===== src/rtl/alu_issue_ctrl_pkg.sv =====
`default_nettype none
// ============================================================================
//  Module   : alu_issue_ctrl_pkg
//  Purpose  : Shared constants for the ALU issue stage: R-type funct codes,
//             ALU Operation encodings and issue FSM state encodings.
//  Revision : 1.0 - initial release
// ============================================================================
package alu_issue_ctrl_pkg;

    // R-type funct codes understood by the issue stage
    localparam logic [5:0] FUNCT_ADD = 6'b100000;
    localparam logic [5:0] FUNCT_SUB = 6'b100010;
    localparam logic [5:0] FUNCT_AND = 6'b100100;
    localparam logic [5:0] FUNCT_OR  = 6'b100101;

    // ALU Operation select encodings
    localparam logic [1:0] OP_AND = 2'b00;
    localparam logic [1:0] OP_OR  = 2'b01;
    localparam logic [1:0] OP_ADD = 2'b10;

    // Issue FSM states
    localparam int         ST_W    = 2;
    localparam logic [1:0] ST_IDLE = 2'd0;
    localparam logic [1:0] ST_EXEC = 2'd1;
    localparam logic [1:0] ST_DONE = 2'd2;

endpackage
`default_nettype wire


===== src/rtl/alu_issue_ctrl_funct_decode.sv =====
`default_nettype none
// ============================================================================
//  Module   : alu_funct_decode
//  Purpose  : Combinational decode of an R-type funct field into ALU control
//             (Operation, Binvert, Carryin) plus arithmetic / illegal flags.
//  Revision : 1.0 - initial release
// ============================================================================
module alu_funct_decode
    import alu_issue_ctrl_pkg::*;
(
    input  logic [5:0] funct,
    output logic [1:0] operation,
    output logic       binvert,
    output logic       carryin,
    output logic       is_arith,
    output logic       err
);

    // Map funct to ALU control; unknown codes drive a harmless AND and flag err
    always_comb begin
        operation = OP_AND;
        binvert   = 1'b0;
        carryin   = 1'b0;
        is_arith  = 1'b0;
        err       = 1'b0;
        case (funct)
            FUNCT_AND: operation = OP_AND;
            FUNCT_OR:  operation = OP_OR;
            FUNCT_ADD: begin
                operation = OP_ADD;
                is_arith  = 1'b1;
            end
            FUNCT_SUB: begin
                // a - b computed as a + ~b + 1
                operation = OP_ADD;
                binvert   = 1'b1;
                carryin   = 1'b1;
                is_arith  = 1'b1;
            end
            default:   err = 1'b1;
        endcase
    end

endmodule
`default_nettype wire


===== src/rtl/alu_issue_ctrl.sv =====
`default_nettype none
// ============================================================================
//  Module   : alu_issue_ctrl
//  Purpose  : Issue stage in front of a 32-bit combinational ALU. Accepts one
//             R-type op per handshake, drives the ALU from registers, captures
//             the result with carry/zero/overflow/error flags and holds it for
//             a downstream valid/ready consumer.
//  Revision : 1.0 - initial release
// ============================================================================
module alu_issue_ctrl
    import alu_issue_ctrl_pkg::*;
#(
    parameter int WIDTH = 32,
    parameter int CNT_W = 16
) (
    input  logic             clk,
    input  logic             reset,
    // request side
    input  logic             in_valid,
    output logic             in_ready,
    input  logic [5:0]       in_funct,
    input  logic [WIDTH-1:0] in_a,
    input  logic [WIDTH-1:0] in_b,
    // ALU side
    output logic [WIDTH-1:0] alu_a,
    output logic [WIDTH-1:0] alu_b,
    output logic             alu_binvert,
    output logic             alu_carryin,
    output logic [1:0]       alu_operation,
    input  logic [WIDTH-1:0] alu_result,
    input  logic             alu_carryout,
    // result side
    output logic             out_valid,
    input  logic             out_ready,
    output logic [WIDTH-1:0] out_result,
    output logic             out_carry,
    output logic             out_zero,
    output logic             out_ovf,
    output logic             out_err,
    output logic [CNT_W-1:0] op_count
);

    localparam logic [CNT_W-1:0] C_CNT_ONE = {{(CNT_W-1){1'b0}}, 1'b1};

    logic [ST_W-1:0]  r_state;
    logic [ST_W-1:0]  w_next_state;
    logic             w_in_ready;
    logic             w_out_valid;
    logic             w_accept;
    logic             w_consume;

    logic [1:0]       w_dec_op;
    logic             w_dec_binv;
    logic             w_dec_cin;
    logic             w_dec_arith;
    logic             w_dec_err;

    logic [WIDTH-1:0] r_a;
    logic [WIDTH-1:0] r_b;
    logic [1:0]       r_op;
    logic             r_binv;
    logic             r_cin;
    logic             r_arith;
    logic             r_err;

    logic [WIDTH-1:0] r_result;
    logic             r_carry;
    logic             r_zero;
    logic             r_ovf;
    logic             r_out_err;
    logic [CNT_W-1:0] r_count;

    logic [WIDTH-1:0] w_bi;
    logic [WIDTH-1:0] w_cap_result;
    logic             w_cap_ovf;

    alu_funct_decode u_decode (
        .funct     (in_funct),
        .operation (w_dec_op),
        .binvert   (w_dec_binv),
        .carryin   (w_dec_cin),
        .is_arith  (w_dec_arith),
        .err       (w_dec_err)
    );

    // State register
    always_ff @(posedge clk) begin
        if (reset) r_state <= ST_IDLE;
        else       r_state <= w_next_state;
    end

    // Next-state: EXEC always lasts one cycle; DONE leaves only when consumed
    always_comb begin
        w_next_state = r_state;
        case (r_state)
            ST_IDLE: if (in_valid) w_next_state = ST_EXEC;
            ST_EXEC: w_next_state = ST_DONE;
            ST_DONE: if (out_ready) w_next_state = in_valid ? ST_EXEC : ST_IDLE;
            default: w_next_state = ST_IDLE;
        endcase
    end

    // Handshake outputs: DONE can take a new request in the cycle it is drained
    always_comb begin
        w_in_ready  = 1'b0;
        w_out_valid = 1'b0;
        case (r_state)
            ST_IDLE: w_in_ready = 1'b1;
            ST_DONE: begin
                w_in_ready  = out_ready;
                w_out_valid = 1'b1;
            end
            default: begin
                w_in_ready  = 1'b0;
                w_out_valid = 1'b0;
            end
        endcase
    end

    assign w_accept  = in_valid & w_in_ready;
    assign w_consume = w_out_valid & out_ready;

    // Latch operands and decoded control so the ALU never sees in_* directly
    always_ff @(posedge clk) begin
        if (reset) begin
            r_a     <= '0;
            r_b     <= '0;
            r_op    <= OP_AND;
            r_binv  <= 1'b0;
            r_cin   <= 1'b0;
            r_arith <= 1'b0;
            r_err   <= 1'b0;
        end else if (w_accept) begin
            r_a     <= in_a;
            r_b     <= in_b;
            r_op    <= w_dec_op;
            r_binv  <= w_dec_binv;
            r_cin   <= w_dec_cin;
            r_arith <= w_dec_arith;
            r_err   <= w_dec_err;
        end
    end

    // Overflow uses the effective second operand as seen by the adder
    assign w_bi         = r_binv ? ~r_b : r_b;
    assign w_cap_result = r_err ? '0 : alu_result;
    assign w_cap_ovf    = r_arith & (r_a[WIDTH-1] == w_bi[WIDTH-1])
                                  & (alu_result[WIDTH-1] != r_a[WIDTH-1]);

    // Capture ALU result and flags at the end of EXEC; hold through DONE
    always_ff @(posedge clk) begin
        if (reset) begin
            r_result  <= '0;
            r_carry   <= 1'b0;
            r_zero    <= 1'b0;
            r_ovf     <= 1'b0;
            r_out_err <= 1'b0;
        end else if (r_state == ST_EXEC) begin
            r_result  <= w_cap_result;
            r_carry   <= r_arith & alu_carryout;
            r_zero    <= (w_cap_result == '0);
            r_ovf     <= w_cap_ovf;
            r_out_err <= r_err;
        end
    end

    // Completed-operation counter, free-running wrap
    always_ff @(posedge clk) begin
        if (reset)          r_count <= '0;
        else if (w_consume) r_count <= r_count + C_CNT_ONE;
    end

    assign in_ready      = w_in_ready;
    assign out_valid     = w_out_valid;
    assign alu_a         = r_a;
    assign alu_b         = r_b;
    assign alu_binvert   = r_binv;
    assign alu_carryin   = r_cin;
    assign alu_operation = r_op;
    assign out_result    = r_result;
    assign out_carry     = r_carry;
    assign out_zero      = r_zero;
    assign out_ovf       = r_ovf;
    assign out_err       = r_out_err;
    assign op_count      = r_count;

endmodule
`default_nettype wire


===== config.mk =====
export PLATFORM = sky130hd
export DESIGN_NAME = alu_issue_ctrl
export DESIGN_NICKNAME = d
export VERILOG_FILES = /design/src/rtl/alu_issue_ctrl_pkg.sv /design/src/rtl/alu_issue_ctrl_funct_decode.sv /design/src/rtl/alu_issue_ctrl.sv
export SDC_FILE = /design/constraint.sdc
export NUM_CORES = 1
export LEC_CHECK = 0
export BUFFER_PORTS_ARGS = -buffer_cell sky130_fd_sc_hd__buf_2
export CAP_MARGIN = 30
export CORE_ASPECT_RATIO = 1.1
export CORE_MARGIN = 2
export CORE_UTILIZATION = 40
export DETAILED_ROUTE_END_ITERATION = 10
export PLACE_DENSITY = 0.7
export SLEW_MARGIN = 20
export SYNTH_ARGS = -nofsm -noshare
export SYNTH_HDL_FRONTEND = slang
export SYNTH_SLANG_ARGS = --single-unit

===== constraint.sdc =====
create_clock -name clk -period 2.3 [get_ports clk]
set_input_delay 0 -clock clk [delete_from_list [all_inputs] [get_ports clk]]
set_output_delay 0 -clock clk [all_outputs]
set_load 0.01 [all_outputs]

==> qor.csv, run 1 <==
stage;metric;value;unit
place;gp_congestion;0.790;
synth;synthCells;573;
critical_path;r2r_cells;5;
timing;fin_worst_skew;0.00723;ns
floorplanning;initial_utilization;40.8;%
route;met3_length;837;um
route;ant_nets;0;
timing;setup_tns;0;ns
critical_path;cp.required;2.63;ns
final_layout;area_delta_synth_final;56.1;%
cts;post_cts_resized;0;
place;io_buffers;228;
synth;syn_nets;681;
route;wl_met2;7580;um
critical_path;crit_cells;5;
cts;clk_path_buf_depth;2;
pwr;p_seq_share;39.0;%
timing;fmax;0.481;GHz
floorplanning;row_count;41;
timing;period_share;90.4;%
pwr;p_leak;3.30;nW
place;placed_cell_area;5920;um^2
global_routing;grt_pass1_vias;4883;
timing;timing.slew.headroom;52.3;%
cts;htreeDepth;4;
pwr;switching_power;0.00135;W
critical_path;critPathMaxStageDelay;0.67;ns
global_routing;antenna_found_initial;0;
final_layout;fin_nets;963;
critical_path;path_class;reg -> reg;
pwr;power_per_cell_area;806;nW/um^2
pwr;pwr-share-comb;11.3;%
timing;hold_viol;0;
route;drt_iter0_markers;276;
route;drt-wirelength-per-cell;14.4;um
cts;postCtsSetupBuffers;0;
final_layout;drive_above_1_share;31.2;%
synth;synth.distinct_cells;34;
route;met1_length;5730;um
route;vias;5066;
route;vias_per_cell;4.98;
critical_path;endpoint_kind;flip-flop;
cts;hold_buffers;71;
place;dp_hpwl;9460;um
cts;clock-sinks;123;
pwr;p_sw_share;22.9;%
cts;clkTransAtPathRegs;0.05;ns
min_path;hold_depth;4;
timing;slew_violations;0;
timing;finalSetupViolations;0;
floorplanning;dieArea;12500;um^2
synth;yosys_warnings;0;
cts;cts_tree;done;
global_routing;grt_pass1_wl;22800;um
global_routing;globalRouteTotalUtil;23.0;%
pwr;ir_worst_vdd;0.466;mV
floorplanning;fp.dieH;117;um
critical_path;cp_cell_sequence;inv_1 > and3_2 > nand3_1 > dlygate4sd3_1 > a21oi_1;
floorplanning;pin_count;229;
floorplanning;fp.dieW;107;um
route;drt_first_pass_iters;4;
critical_path;cp.arrival;2.41;ns
timing;period_minus_slack;2.08;ns
cts;cts_made_buffers;17;
critical_path;path_delay_family;simple AND/OR/NAND/NOR gates;
pwr;p_clk_share;49.7;%
route;drc;0;
route;totalWireLength;14700;um
pwr;internal_power;0.00452;W
synth;ys_seq_elements;123;
min_path;hp-class;in -> reg;
floorplanning;core;11400;um^2
critical_path;cp-start-kind;flip-flop;
critical_path;critPathBufInv;2;
cts;clk_latency;0.40;ns
flow_run;cap_viol_max_count;0;
timing;hold_ws;0.0112;ns
status;status;complete, no violations;
timing;rsz0062_at_grt;false;
route;top_layer_used;met4;
global_routing;grt_overflow;0;
synth;ys_seq_area_share;52.8;%
critical_path;slowest_stage;and3_2;
critical_path;cp_max_fo;41;
final_layout;fin_area;7280;um^2
final_layout;n_antenna_cell;0;
synth;syn_area;4660;um^2
timing;tightestPinTransition;0.716;ns
synth;syn_avg_cell_area;8.14;um^2
cts;root_buffer;clkbuf_16;
global_routing;grt_max_degree;56;
==> synthesized netlist by cell type, drive strengths merged <==
| library cell | count | area (um^2) |
|---|---|---|
| or4 | 3 | 22.5 |
| xor2 | 7 | 61.3 |
| or3 | 2 | 12.5 |
| clkbuf | 36 | 135 |
| nor2 | 48 | 180 |
| nor2b | 2 | 12.5 |
| nor3b | 33 | 248 |
| dfxtp | 123 | 2460 |
| nand2 | 146 | 548 |
| mux2i | 1 | 10.0 |
| nand4 | 6 | 37.5 |
| o21a | 1 | 7.51 |
| nand3 | 11 | 72.6 |
| nor3 | 5 | 25.0 |
| and4b | 2 | 20.0 |
| o31ai | 3 | 22.5 |
| ha | 1 | 12.5 |
| nand2b | 2 | 12.5 |
| inv | 1 | 3.75 |
| o211a | 1 | 10.0 |
| buf | 7 | 42.5 |
| a21oi | 110 | 551 |
| xnor2 | 4 | 35.0 |
| or3b | 1 | 8.76 |
| o21ai | 3 | 15.0 |
| and3 | 3 | 18.8 |
| nand4b | 1 | 8.76 |
| nor4 | 9 | 56.3 |
| and4 | 1 | 11.3 |
==> cell usage in the layout, fill, tap and decap left out, drive strengths merged, types with 3 or more instances in the layout <==
cell type    synthesis  layout
a21oi              110     110
and3                 3       3
buf                  7     235
bufinv               0       5
clkbuf              36      21
clkinv               0       3
clkinvlp             0       3
dfxtp              123     123
dlygate4sd3          0      71
nand2              146     146
nand3               11      11
nand4                6       6
nor2                48      48
nor3                 5       5
nor3b               33      33
nor4                 9       9
o21ai                3       3
o31ai                3       3
or4                  3       3
xnor2                4       4
xor2                 7       7
==> power groups by stage <==
| stage | Combinational [W] | Sequential, W | Clock (W) |
|---|---|---|---|
| final | 0.000665 | 0.00229 | 0.00291 |
| after global routing | 0.000734 | 0.00230 | 0.00306 |
| after CTS | 0.000658 | 0.00229 | 0.00296 |
| after detailed placement | 0.000566 | 0.00233 | 0 |
| after global placement | 0.000550 | 0.00233 | 0 |
| after floorplan | 0.000253 | 0.00237 | 0 |
==> state kept, by name, summed over array words and instances, names as in the netlist <==
name and count:
alu_a 32, alu_b 32, alu_carryin 1, alu_operation 2, op_count 16, out_carry 1
out_err 1, out_ovf 1, out_result 32, out_zero 1, r_arith 1, r_err 1
r_state 2
==> layout make-up <==
class / instances / area, um^2
Sequential cell: 123 / 2460
Timing Repair Buffer: 306 / 1940
Fill cell: 977 / 4160
Inverter: 1 / 3.75
Tap cell: 150 / 188
Clock buffer: 21 / 460
Clock inverter: 11 / 191
Multi-Input combinational cell: 406 / 2030
==> through the flow <==
step	total power [W]	setup slack [ns]	std cells	util, %
floorplan	0.00263	0.755	573	-
global placement	0.00288	0.597	915	51.7
detailed placement	0.00290	0.491	915	51.7
CTS	0.00590	0.191	1018	63.6
global route	0.00609	0.0496	1018	63.6
finish	0.00587	0.221	1018	63.6
==> kinds of logic after synthesis <==
family | count (synthesis) | synth area share [%]
buf+inv | 44 | 3.89
simple gates | 275 | 27.8
flops | 123 | 52.8
fa+ha+maj | 1 | 0.268
compound gates | 118 | 13.0
mux | 1 | 0.215
xor+xnor | 11 | 2.07
==> worst register-to-register path, cell delays in order (launching register included) <==
cell,delay [ns]
dfxtp_1,0.35
inv_1,0.13
and3_2,0.67
nand3_1,0.15
dlygate4sd3_1,0.59
a21oi_1,0.13
==> final timing paths <==
path                                startpoint             end  slack (ns)
worst max-delay path                r_state[0]     alu_carryin        0.22
worst min-delay path            alu_result[11]  out_result[11]        0.01
worst max register to register      r_state[0]     alu_carryin        0.22
worst min register to register       out_carry       out_carry        0.45
==> per-layer routing <==
| metal | vias to the layer above | GRT usage (%) |
|---|---|---|
| met3 | 41 | 6.37 |
| li1 | 2484 | - |
| met1 | 2363 | 25.0 |
| met5 | - | 0 |
| met4 | 0 | 12.6 |
| met2 | 178 | 40.8 |
(Power assumes the default switching activity.)
==> run 2: changes to the inputs <==
Settings changed: CTS_BUF_LIST set to sky130_fd_sc_hd__clkbuf_16.
==> qor.csv, run 2 (synthesized netlist as in run 1, its figures left out) <==
stage;metric;value;unit;change
global_routing;grt_max_degree;56;;unchanged
timing;tightestPinTransition;0.717;ns;was 0.716 ns
floorplanning;dieArea;12500;um^2;unchanged
route;met1_length;5710;um;was 5730 um
pwr;p_sw_share;23.2;%;was 22.9%
cts;htreeDepth;4;;unchanged
pwr;power;0.00579;W;was 0.00587 W
route;totalWireLength;14700;um;about the same
cts;clk_latency;0.40;ns;about the same
critical_path;endpoint_kind;flip-flop;;unchanged
timing;period_share;90.3;%;was 90.4%
global_routing;antenna_found_initial;0;;unchanged
pwr;switching_power;0.00135;W;about the same
pwr;p_leak;3.29;nW;was 3.30 nW
timing;setup_tns;0;ns;unchanged
final_layout;drive_above_1_share;31.0;%;was 31.2%
critical_path;cp-start-kind;flip-flop;;unchanged
floorplanning;fp.dieH;117;um;unchanged
global_routing;grt_pass1_vias;4876;;was 4883
cts;clock-sinks;123;;unchanged
status;status;complete, no violations;;unchanged
floorplanning;row_count;41;;unchanged
final_layout;area_delta_synth_final;55.6;%;was 56.1%
final_layout;n_antenna_cell;0;;unchanged
flow_run;cap_viol_max_count;0;;unchanged
critical_path;cp.required;2.63;ns;about the same
pwr;internal_power;0.00445;W;was 0.00452 W
place;io_buffers;228;;unchanged
min_path;hp-class;in -> reg;;unchanged
cts;root_buffer;clkbuf_16;;unchanged
final_layout;fin_nets;963;;unchanged
route;wl_met2;7550;um;was 7580 um
route;top_layer_used;met4;;unchanged
timing;hold_viol;0;;unchanged
route;vias_per_cell;4.98;;about the same
cts;clk_path_buf_depth;2;;unchanged
critical_path;path_class;reg -> reg;;unchanged
floorplanning;core;11400;um^2;unchanged
pwr;pwr-share-comb;11.5;%;was 11.3%
cts;cts_tree;done;;unchanged
place;gp_congestion;0.790;;unchanged
cts;post_cts_resized;0;;unchanged
floorplanning;pin_count;229;;unchanged
timing;fmax;0.482;GHz;was 0.481 GHz
pwr;power_per_cell_area;798;nW/um^2;was 806 nW/um^2
floorplanning;fp.dieW;107;um;unchanged
critical_path;cp.arrival;2.40;ns;was 2.41 ns
timing;finalSetupViolations;0;;unchanged
cts;clkTransAtPathRegs;0.05;ns;about the same
timing;slew_violations;0;;unchanged
global_routing;globalRouteTotalUtil;22.9;%;was 23.0%
route;met3_length;862;um;was 837 um
route;drt_first_pass_iters;4;;unchanged
critical_path;cp_max_fo;41;;unchanged
pwr;ir_worst_vdd;0.463;mV;was 0.466 mV
route;drc;0;;unchanged
route;drt_iter0_markers;269;;was 276
timing;timing.slew.headroom;52.2;%;was 52.3%
floorplanning;initial_utilization;40.8;%;unchanged
final_layout;final_cell_mix;227 x buf_2, 146 x nand2_1, 123 x dfxtp_1;;unchanged
route;drt-wirelength-per-cell;14.4;um;about the same
route;ant_nets;0;;unchanged
timing;rsz0062_at_grt;false;;unchanged
timing;period_minus_slack;2.08;ns;about the same
pwr;p_seq_share;39.5;%;was 39.0%
global_routing;grt_pass1_wl;22700;um;was 22800 um
place;dp_hpwl;9460;um;unchanged
global_routing;grt_overflow;0;;unchanged
cts;postCtsSetupBuffers;0;;unchanged
pwr;p_clk_share;49.0;%;was 49.7%
cts;cts_made_buffers;17;;unchanged
final_layout;mostFrequentLayoutCell;buf_2;;unchanged
route;vias;5070;;was 5066
timing;fin_worst_skew;0.00839;ns;was 0.00723 ns
-- run 2: changes by cell type in the layout (fill, tap and decap cells not counted) --
| cell | before | now |
|---|---|---|
| clkbuf_1 | 2 | 0 |
| clkbuf_8 | 2 | 0 |
| clkinv_1 | 0 | 2 |
| inv_1 | 1 | 3 |
-- run 2: power groups by stage --
stage | Sequential, W | Clock [W] | Combinational, W
floorplan | 0.00237 | 0 | 0.000253
global placement | 0.00233 | 0 | 0.000550
detailed placement | 0.00233 | 0 | 0.000566
CTS | 0.00229 | 0.00288 | 0.000658
global route | 0.00230 | 0.00298 | 0.000734
finish | 0.00229 | 0.00284 | 0.000665
-- run 2: cell type report --
cell class | count | area, um^2
clock inverter | 15 | 206
multi-input combinational | 406 | 2030
sequential | 123 | 2460
inverter | 1 | 3.75
clock buffer | 17 | 425
fill | 981 | 4180
timing repair buffer | 306 | 1940
tap | 150 | 188
-- run 2: worst max-delay path, cell delays in order (launching register included) --
cell and delay (ns):
dfxtp_1 0.35, inv_1 0.12, and3_2 0.67, nand3_1 0.14, dlygate4sd3_1 0.59, a21oi_1 0.13
-- run 2: worst paths after layout --
| kind | to | startpoint | slack [ns] | depth (start not counted) |
|---|---|---|---|---|
| setup / recovery | alu_carryin | r_state[0] | 0.22 | 5 |
| hold / removal | out_result[6] | alu_result[6] | 0.01 | 4 |
| setup reg to reg | alu_carryin | r_state[0] | 0.22 | 5 |
| hold reg to reg | out_carry | out_carry | 0.45 | 2 |
-- run 2: per-layer routing --
layer | global-route usage [%] | vias to the layer above
met5 | 0 | -
met4 | 12.8 | 0
met3 | 6.37 | 47
met2 | 40.5 | 187
met1 | 24.9 | 2349
li1 | - | 2487
-- run 2: what timing repair did --
item                       in CTS  in global routing
hold buffers                   71                  0
hold endpoints to repair       72                  0
setup endpoints to repair       0                  0
-- run 2: per-stage QoR --
stage | std cells | cell area [um^2] | setup slack (ns) | util (%) | hold slack (ns)
after floorplan | 573 | 4660 | 0.755 | - | 0.136
after global placement | 915 | 5920 | 0.597 | 51.7 | 0.240
after detailed placement | 915 | 5920 | 0.491 | 51.7 | 0.246
after CTS | 1018 | 7260 | 0.191 | 63.4 | 0.00391
after global routing | 1018 | 7260 | 0.0496 | 63.4 | 0.00672
final | 1018 | 7260 | 0.223 | 63.4 | 0.0117
